**src/rtl/window_generator.sv**
```systemverilog
// KxK sliding-window generator over a raster pixel stream, with stride, channel count and frame-last flag.
// Window, out_valid and out_last are registered one cycle after the accepted pixel; all state holds when data_in_valid=0.
module window_generator #(
   parameter int KERNEL_SIZE = 3,
   parameter int DATA_WIDTH  = 16,
   parameter int CHANNELS    = 1,
   parameter int ROW_SIZE    = 5,
   parameter int COLUMN_SIZE = 5,
   parameter int STRIDE      = 1
) (
   input  logic                                                   clock,
   input  logic                                                   sreset_n,
   input  logic                                                   data_in_valid,
   input  logic [CHANNELS*DATA_WIDTH-1:0]                         data_in,
   output logic [KERNEL_SIZE*KERNEL_SIZE*CHANNELS*DATA_WIDTH-1:0] kernel_out,
   output logic                                                   out_valid,
   output logic                                                   out_last
);
   localparam int K  = KERNEL_SIZE;
   localparam int PW = CHANNELS * DATA_WIDTH;
   localparam int CW = $clog2(ROW_SIZE);
   localparam int RW = $clog2(COLUMN_SIZE);
   localparam int SW = (STRIDE > 1) ? $clog2(STRIDE) : 1;

   localparam logic [CW-1:0] COL_MAX   = CW'(ROW_SIZE - 1);
   localparam logic [RW-1:0] ROW_MAX   = RW'(COLUMN_SIZE - 1);
   localparam logic [CW-1:0] COL_FIRST = CW'(K - 1);
   localparam logic [RW-1:0] ROW_FIRST = RW'(K - 1);
   localparam logic [CW-1:0] COL_LAST  = CW'(K - 1 + ((ROW_SIZE - K) / STRIDE) * STRIDE);
   localparam logic [RW-1:0] ROW_LAST  = RW'(K - 1 + ((COLUMN_SIZE - K) / STRIDE) * STRIDE);
   localparam logic [SW-1:0] PH_MAX    = SW'(STRIDE - 1);

   logic [CW-1:0] col_q, col_d;
   logic [RW-1:0] row_q, row_d;
   logic [SW-1:0] cph_q, cph_d;
   logic [SW-1:0] rph_q, rph_d;
   logic          out_valid_q, out_last_q;
   logic          emit, last;

   logic [PW-1:0] lb_q  [K-1][ROW_SIZE];
   logic [PW-1:0] win_q [K][K];
   logic [PW-1:0] tap   [K];

   // Line buffers are addressed by column: entry j holds the pixel from j+1 rows above.
   always_ff @(posedge clock) begin
      if (sreset_n && data_in_valid) begin
         lb_q[0][col_q] <= data_in;
         for (int j = 1; j < K - 1; j++) begin
            lb_q[j][col_q] <= lb_q[j-1][col_q];
         end
      end
   end

   always_comb begin
      tap[K-1] = data_in;
      for (int r = 0; r < K - 1; r++) begin
         tap[r] = lb_q[K-2-r][col_q];
      end
   end

   always_ff @(posedge clock) begin
      if (!sreset_n) begin
         for (int r = 0; r < K; r++) begin
            for (int c = 0; c < K; c++) begin
               win_q[r][c] <= '0;
            end
         end
      end else if (data_in_valid) begin
         for (int r = 0; r < K; r++) begin
            for (int c = 0; c < K - 1; c++) begin
               win_q[r][c] <= win_q[r][c+1];
            end
            win_q[r][K-1] <= tap[r];
         end
      end
   end

   always_comb begin
      kernel_out = '0;
      for (int r = 0; r < K; r++) begin
         for (int c = 0; c < K; c++) begin
            kernel_out[(r*K+c)*PW +: PW] = win_q[r][c];
         end
      end
   end

   // Phase counters only run once the window is fully inside the frame on that axis.
   always_comb begin
      col_d = col_q;
      row_d = row_q;
      cph_d = cph_q;
      rph_d = rph_q;
      emit  = (row_q >= ROW_FIRST) && (col_q >= COL_FIRST) && (rph_q == '0) && (cph_q == '0);
      last  = emit && (row_q == ROW_LAST) && (col_q == COL_LAST);
      if (data_in_valid) begin
         if (col_q == COL_MAX) begin
            col_d = '0;
            cph_d = '0;
            if (row_q == ROW_MAX) begin
               row_d = '0;
               rph_d = '0;
            end else begin
               row_d = row_q + 1'b1;
               if (row_q >= ROW_FIRST) begin
                  rph_d = (rph_q == PH_MAX) ? '0 : rph_q + 1'b1;
               end
            end
         end else begin
            col_d = col_q + 1'b1;
            if (col_q >= COL_FIRST) begin
               cph_d = (cph_q == PH_MAX) ? '0 : cph_q + 1'b1;
            end
         end
      end
   end

   always_ff @(posedge clock) begin
      if (!sreset_n) begin
         col_q       <= '0;
         row_q       <= '0;
         cph_q       <= '0;
         rph_q       <= '0;
         out_valid_q <= 1'b0;
         out_last_q  <= 1'b0;
      end else begin
         col_q       <= col_d;
         row_q       <= row_d;
         cph_q       <= cph_d;
         rph_q       <= rph_d;
         out_valid_q <= data_in_valid && emit;
         out_last_q  <= data_in_valid && last;
      end
   end

   assign out_valid = out_valid_q;
   assign out_last  = out_last_q;

endmodule
```
**config.mk**
```make
export PLATFORM = sky130hd
export DESIGN_NAME = window_generator
export DESIGN_NICKNAME = d
export VERILOG_FILES = /design/src/rtl/window_generator.sv
export SDC_FILE = /design/constraint.sdc
export NUM_CORES = 1
export LEC_CHECK = 0
export CAP_MARGIN = 10
export CORE_MARGIN = 2
export CORE_UTILIZATION = 40
export DETAILED_ROUTE_END_ITERATION = 8
export PLACE_DENSITY = 0.69
export SLEW_MARGIN = 10
export SYNTH_ARGS = -nofsm -noshare
export SYNTH_HDL_FRONTEND = slang
export SYNTH_SLANG_ARGS = --single-unit
```
**constraint.sdc**
```tcl
create_clock -name clock -period 5.3 [get_ports clock]
set_clock_uncertainty 0.1 [all_clocks]
set_input_delay 0.795 -clock clock [delete_from_list [all_inputs] [get_ports clock]]
set_output_delay 0.795 -clock clock [all_outputs]
set_load 0.05 [all_outputs]
```
After elaboration in Yosys (flattened, before gate mapping) --
Memory sizes are Yosys's and may differ from the RTL's. Index checks and enable logic that the tools add are counted.
Operators by class: add/subtract/negate cells 4, equality and inequality tests 2, mux-type cells 31, reductions and logical operators 14, bitwise operators 12, magnitude comparators 4
Operator list (number):
- $mux 16 | 14
- $bmux 16 s3 | 2
- $mux 80 | 1
- $demux 16 s3 | 1
- $mux 1 | 11
- $logic_and 1x1->1 | 9
- $or 1x1->1 | 9
- $add 3x1->3 const B | 2
- $eq 3x3->1 const B | 2
- $ge 3x2->1 const B | 2
- $mux 3 | 2
- $ge 4x4->1 const B | 1
- $lt 4x1->1 const B | 1
- $not 3->4 | 1
- $reduce_and 2->1 | 2
- $reduce_bool 2->1 | 2
- $reduce_and 3->1 | 1
- $add 1x1->1 const B | 2
- $not 1->1 | 2
Word-level totals: memories 2, output and inout bits 146, flip-flop bits (word level) 10, memory bits (writable) 304
Memory list:
- lb_q | depth 2, bits a word 80, read ports 2, clocked after Yosys merged registers in 0, wr ports 2, RTL line 40 | logic [PW-1:0] lb_q [K-1][ROW_SIZE];
- win_q | depth 3, bits a word 48, read ports 3, clocked after Yosys merged registers in 0, wr ports 3, RTL line 41 | logic [PW-1:0] win_q [K][K];

Depth between registers and ports, before layout --
word-level depth 7, mapped depth 8, mapped depth without buffers 5

Worst setup path before layout --
OpenSTA, ideal clock, no wires.
path kind input to register, start in data_in_valid, end mem win_q[0][0] in the netlist's numbering, enable pin, cell stages on the path 3, setup slack 0.025 ns, data arrival time 4.647 ns, setup time 0.529 ns, path buffers 2, cell sequence buf_6 > clkbuf_1 > nand2b_1
RTL lines:
- start, declared | RTL line 13 | input logic data_in_valid,
- end, declared | RTL line 41

==> metrics.md <==
| Metric | Value |
|---|---|
| GRT Total Usage | `0.155` |
| Sequential area share after synthesis | `0.774` |
| Power, Total | `around 0.0056 W` |
| Power density over the cells | `373 nW/µm²` |
| Max Clk Rate | `~340 MHz` |
| Number of diodes | `0` |
| Vias/cell | `approximately 5.2` |
| Nets | `about 900` |
| Remaining antenna violation count | `0` |
| Most common cell after layout, fill and taps aside | `edfxtp_1` |
| DRT iter0 DRCs | `roughly 600` |
| Drt total wl | `between 20000 and 25000 µm` |
| Setup slack, reg-to-reg | `2.68 ns` |
| Worst-path fanout max | `~120` |
| Slew HR | `0.374` |
| VDD IR max | `between 0.0002 and 0.00025 V` |
| Met3 global-route usage | `0.0262` |
| Top FF cell, synth | `edfxtp_1` |
| Setup TNS | `0 ns` |
| Synth warn | `0` |
| Crit share post-route | `0.549` |
| Mux contribution to synthesized area | `0.0558` |
| Hold-fix buffers, CTS | `0` |
| Busiest grt layer | `met2` |
| Initial antenna violation count | `0` |
| Largest area contributor in the netlist | `edfxtp_1` |
| Compound-Gate Fraction of Synth Area | `0.0457` |
| Top cell type's share of synthesized area | `0.761` |
| Worst Hold Endpoint | `row_q[0]` |
| Total CTS buffers | `29` |
| Die ar. | `roughly 31000 µm²` |
| Met1 Use GR | `0.208` |
| Vias in the first global route | `about 6400` |
| RR Startpoint | `col_q[0]` |
| Critical path class | `primary input to flip-flop` |
| Clock transition at path regs | `roughly 0.060 ns` |
| Net Count, Synth | `between 700 and 800` |
| Hold slack | `around 0.42 ns` |
| Final hold violations | `0` |
| Setup crit start kind | `primary input` |
| Ports | `approximately 170` |
| Yosys cell types | `32` |
| # clock sinks | `roughly 310` |
| Synth Register Bits | `roughly 310` |
| Die Y | `about 180 µm` |
| DRC violations left | `0` |
| Largest family of logic cells by synthesized area | `simple AND/OR/NAND/NOR gates` |
| Pre-antenna DRT Iters | `5` |
| WL/cell | `19.4 µm` |
| CTS Buffer Depth | `3` |
| Root buffer cell | `clkbuf_16` |
| WHS Path Cells | `2` |
| Placed wire-length estimate | `15100 µm` |
| Max-Cap Viols | `0` |
| FILL cells | `~2500` |
| Number of synthesized flops with an enable pin | `between 300 and 400` |
| Area growth, synth to finish | `24.2%` |
| DR vias | `between 6000 and 7000` |
| RD Place Congestion | `around 0.74` |
| RSZ-0062 raised after global routing | `no` |
| CTS tree | `done` |
| Core area | `29600 µm²` |
| Hold wc startpoint | `row_q[0]` |
| Worst Path Required | `around 5.4 ns` |
| Most frequent cells in the layout | `edfxtp_1, clkdlybuf4s50_1, and3_1` |
| Mapped Area | `approximately 12000 µm²` |
| Met2 usage | `0.258` |
| Area contributors post-synth | `edfxtp_1, and3_1, mux2i_1` |
| Critical path endpoint category | `flip-flop` |
| Final critical-path required period | `slightly below 3 ns` |
| Global-route wire length before repair | `around 38000 µm` |
| Run status | `finished clean` |
| Finish-stage setup viols | `0` |
| Worst reg2reg path depth | `4` |
| Row Count | `63` |
| Xor/xnor share of the synthesized area | `0` |
| Max Transition Viols Final | `0` |
| Layout cell share with drive strength beyond 1 | `0.0951` |
| HP Class | `flip-flop to flip-flop` |
| Leakage | `between 5 and 6 nW` |
| Maximum level of the CTS H-tree | `1` |
| Adder-Cell Fraction of Synth Area | `0.00521` |
| Worst-Margin Slew | `about 0.94 ns` |
| Maximum number of pins on one net before global-route repair | `120` |
| Simple-gate share of the synthesized area | `0.0949` |
| PostCTS Resize Cnt | `0` |
| Die width | `roughly 180 µm` |
| Sequential cell area | `about 9300 µm²` |
| R2r endpoint | `lb_q[0][85]` |
| Async SR Flop Fraction | `0` |
| Total grt overflow | `0` |
| Cells after Synth | `720` |
| Initial Util | `0.406` |
| Multi-input logic area | `between 2000 and 2500 µm²` |
| Post-Syn Area per Cell | `between 15 and 20 µm²` |
| Clock latency on the worst-skew pair | `0.55 ns` |
| # Post-CTS Setup Buffers | `0` |
| Worst EP arrival | `about 3.0 ns` |
| Port bufs | `164` |
==> routing by layer <==
metal | wire length [µm] | up-vias | share of wire
met5 | 0 | - | 0
met4 | 510 | 0 | 0.020
met3 | 1520 | 36 | 0.061
met2 | 12400 | 205 | 0.50
met1 | 10400 | 3324 | 0.42
li1 | - | 3116 | -
==> final cells by class <==
class                      instances  share of cell area
sequential                       312               0.624
multi-input combinational        347               0.164
timing repair buffer             178               0.118
clock buffer                      35              0.0502
tap                              390              0.0328
clock inverter                    17              0.0101
inverter                           5             0.00126
==> worst max-delay path, cell delays in order <==
cell and delay (ns):
buf_2 0.17, buf_4 0.70, nand2b_4 0.74, buf_12 0.46
==> how the worst max path moves through the flow <==
stage / endpoint / cells past startpoint / startpoint
global route: win_q[0][100] / 4 / data_in_valid
floorplan: win_q[0][0] / 3 / data_in_valid
CTS: win_q[0][108] / 4 / data_in_valid
global placement: win_q[0][136] / 4 / data_in_valid
finish: win_q[0][123] / 4 / data_in_valid
detailed placement: win_q[0][126] / 4 / data_in_valid
==> state kept, by name, indices dropped and copies added (netlist names) <==
signal	count
col_q	3
lb_q	160
out_last	1
out_valid	1
row_q	3
win_q	144
==> cells in the mapped netlist, types with 13 or more instances <==
library cell,count
buf_2,13
a21o_1,17
clkbuf_1,35
mux2i_1,50
nand2_1,37
edfxtp_1,304
mux2_2,15
o221ai_1,16
o211ai_1,15
nand3_1,35
and3_1,114
o22ai_1,17
==> kinds of logic after synthesis <==
kind of cell,Yosys count
flip-flops,312
AND/OR/NAND/NOR,203
AO/OA/AOI/OAI,74
multiplexers,65
buffers and inverters,61
adder cells (fa/ha/maj),5
==> power breakdown <==
part	switching (W)	leakage, nW	internal, W	total (W)
registers	0.0000511	3.11	0.00284	0.00289
clock network	0.000868	0.440	0.00111	0.00197
logic	0.000481	2.03	0.000208	0.000690
total	0.00140	5.58	0.00415	0.00555
==> stage by stage <==
stage | std cells | utilization | instance area, µm² | worst slack, ns
CTS | 1284 | 0.504 | 14900 | 2.39
floorplan | 720 | - | 12000 | 0.0246
global placement | 1232 | 0.474 | 14000 | 1.87
global route | 1284 | 0.504 | 14900 | 2.19
detailed placement | 1232 | 0.474 | 14000 | 1.82
finish | 1284 | 0.504 | 14900 | 2.39
No activity file was read; power rests on OpenSTA's default activity.
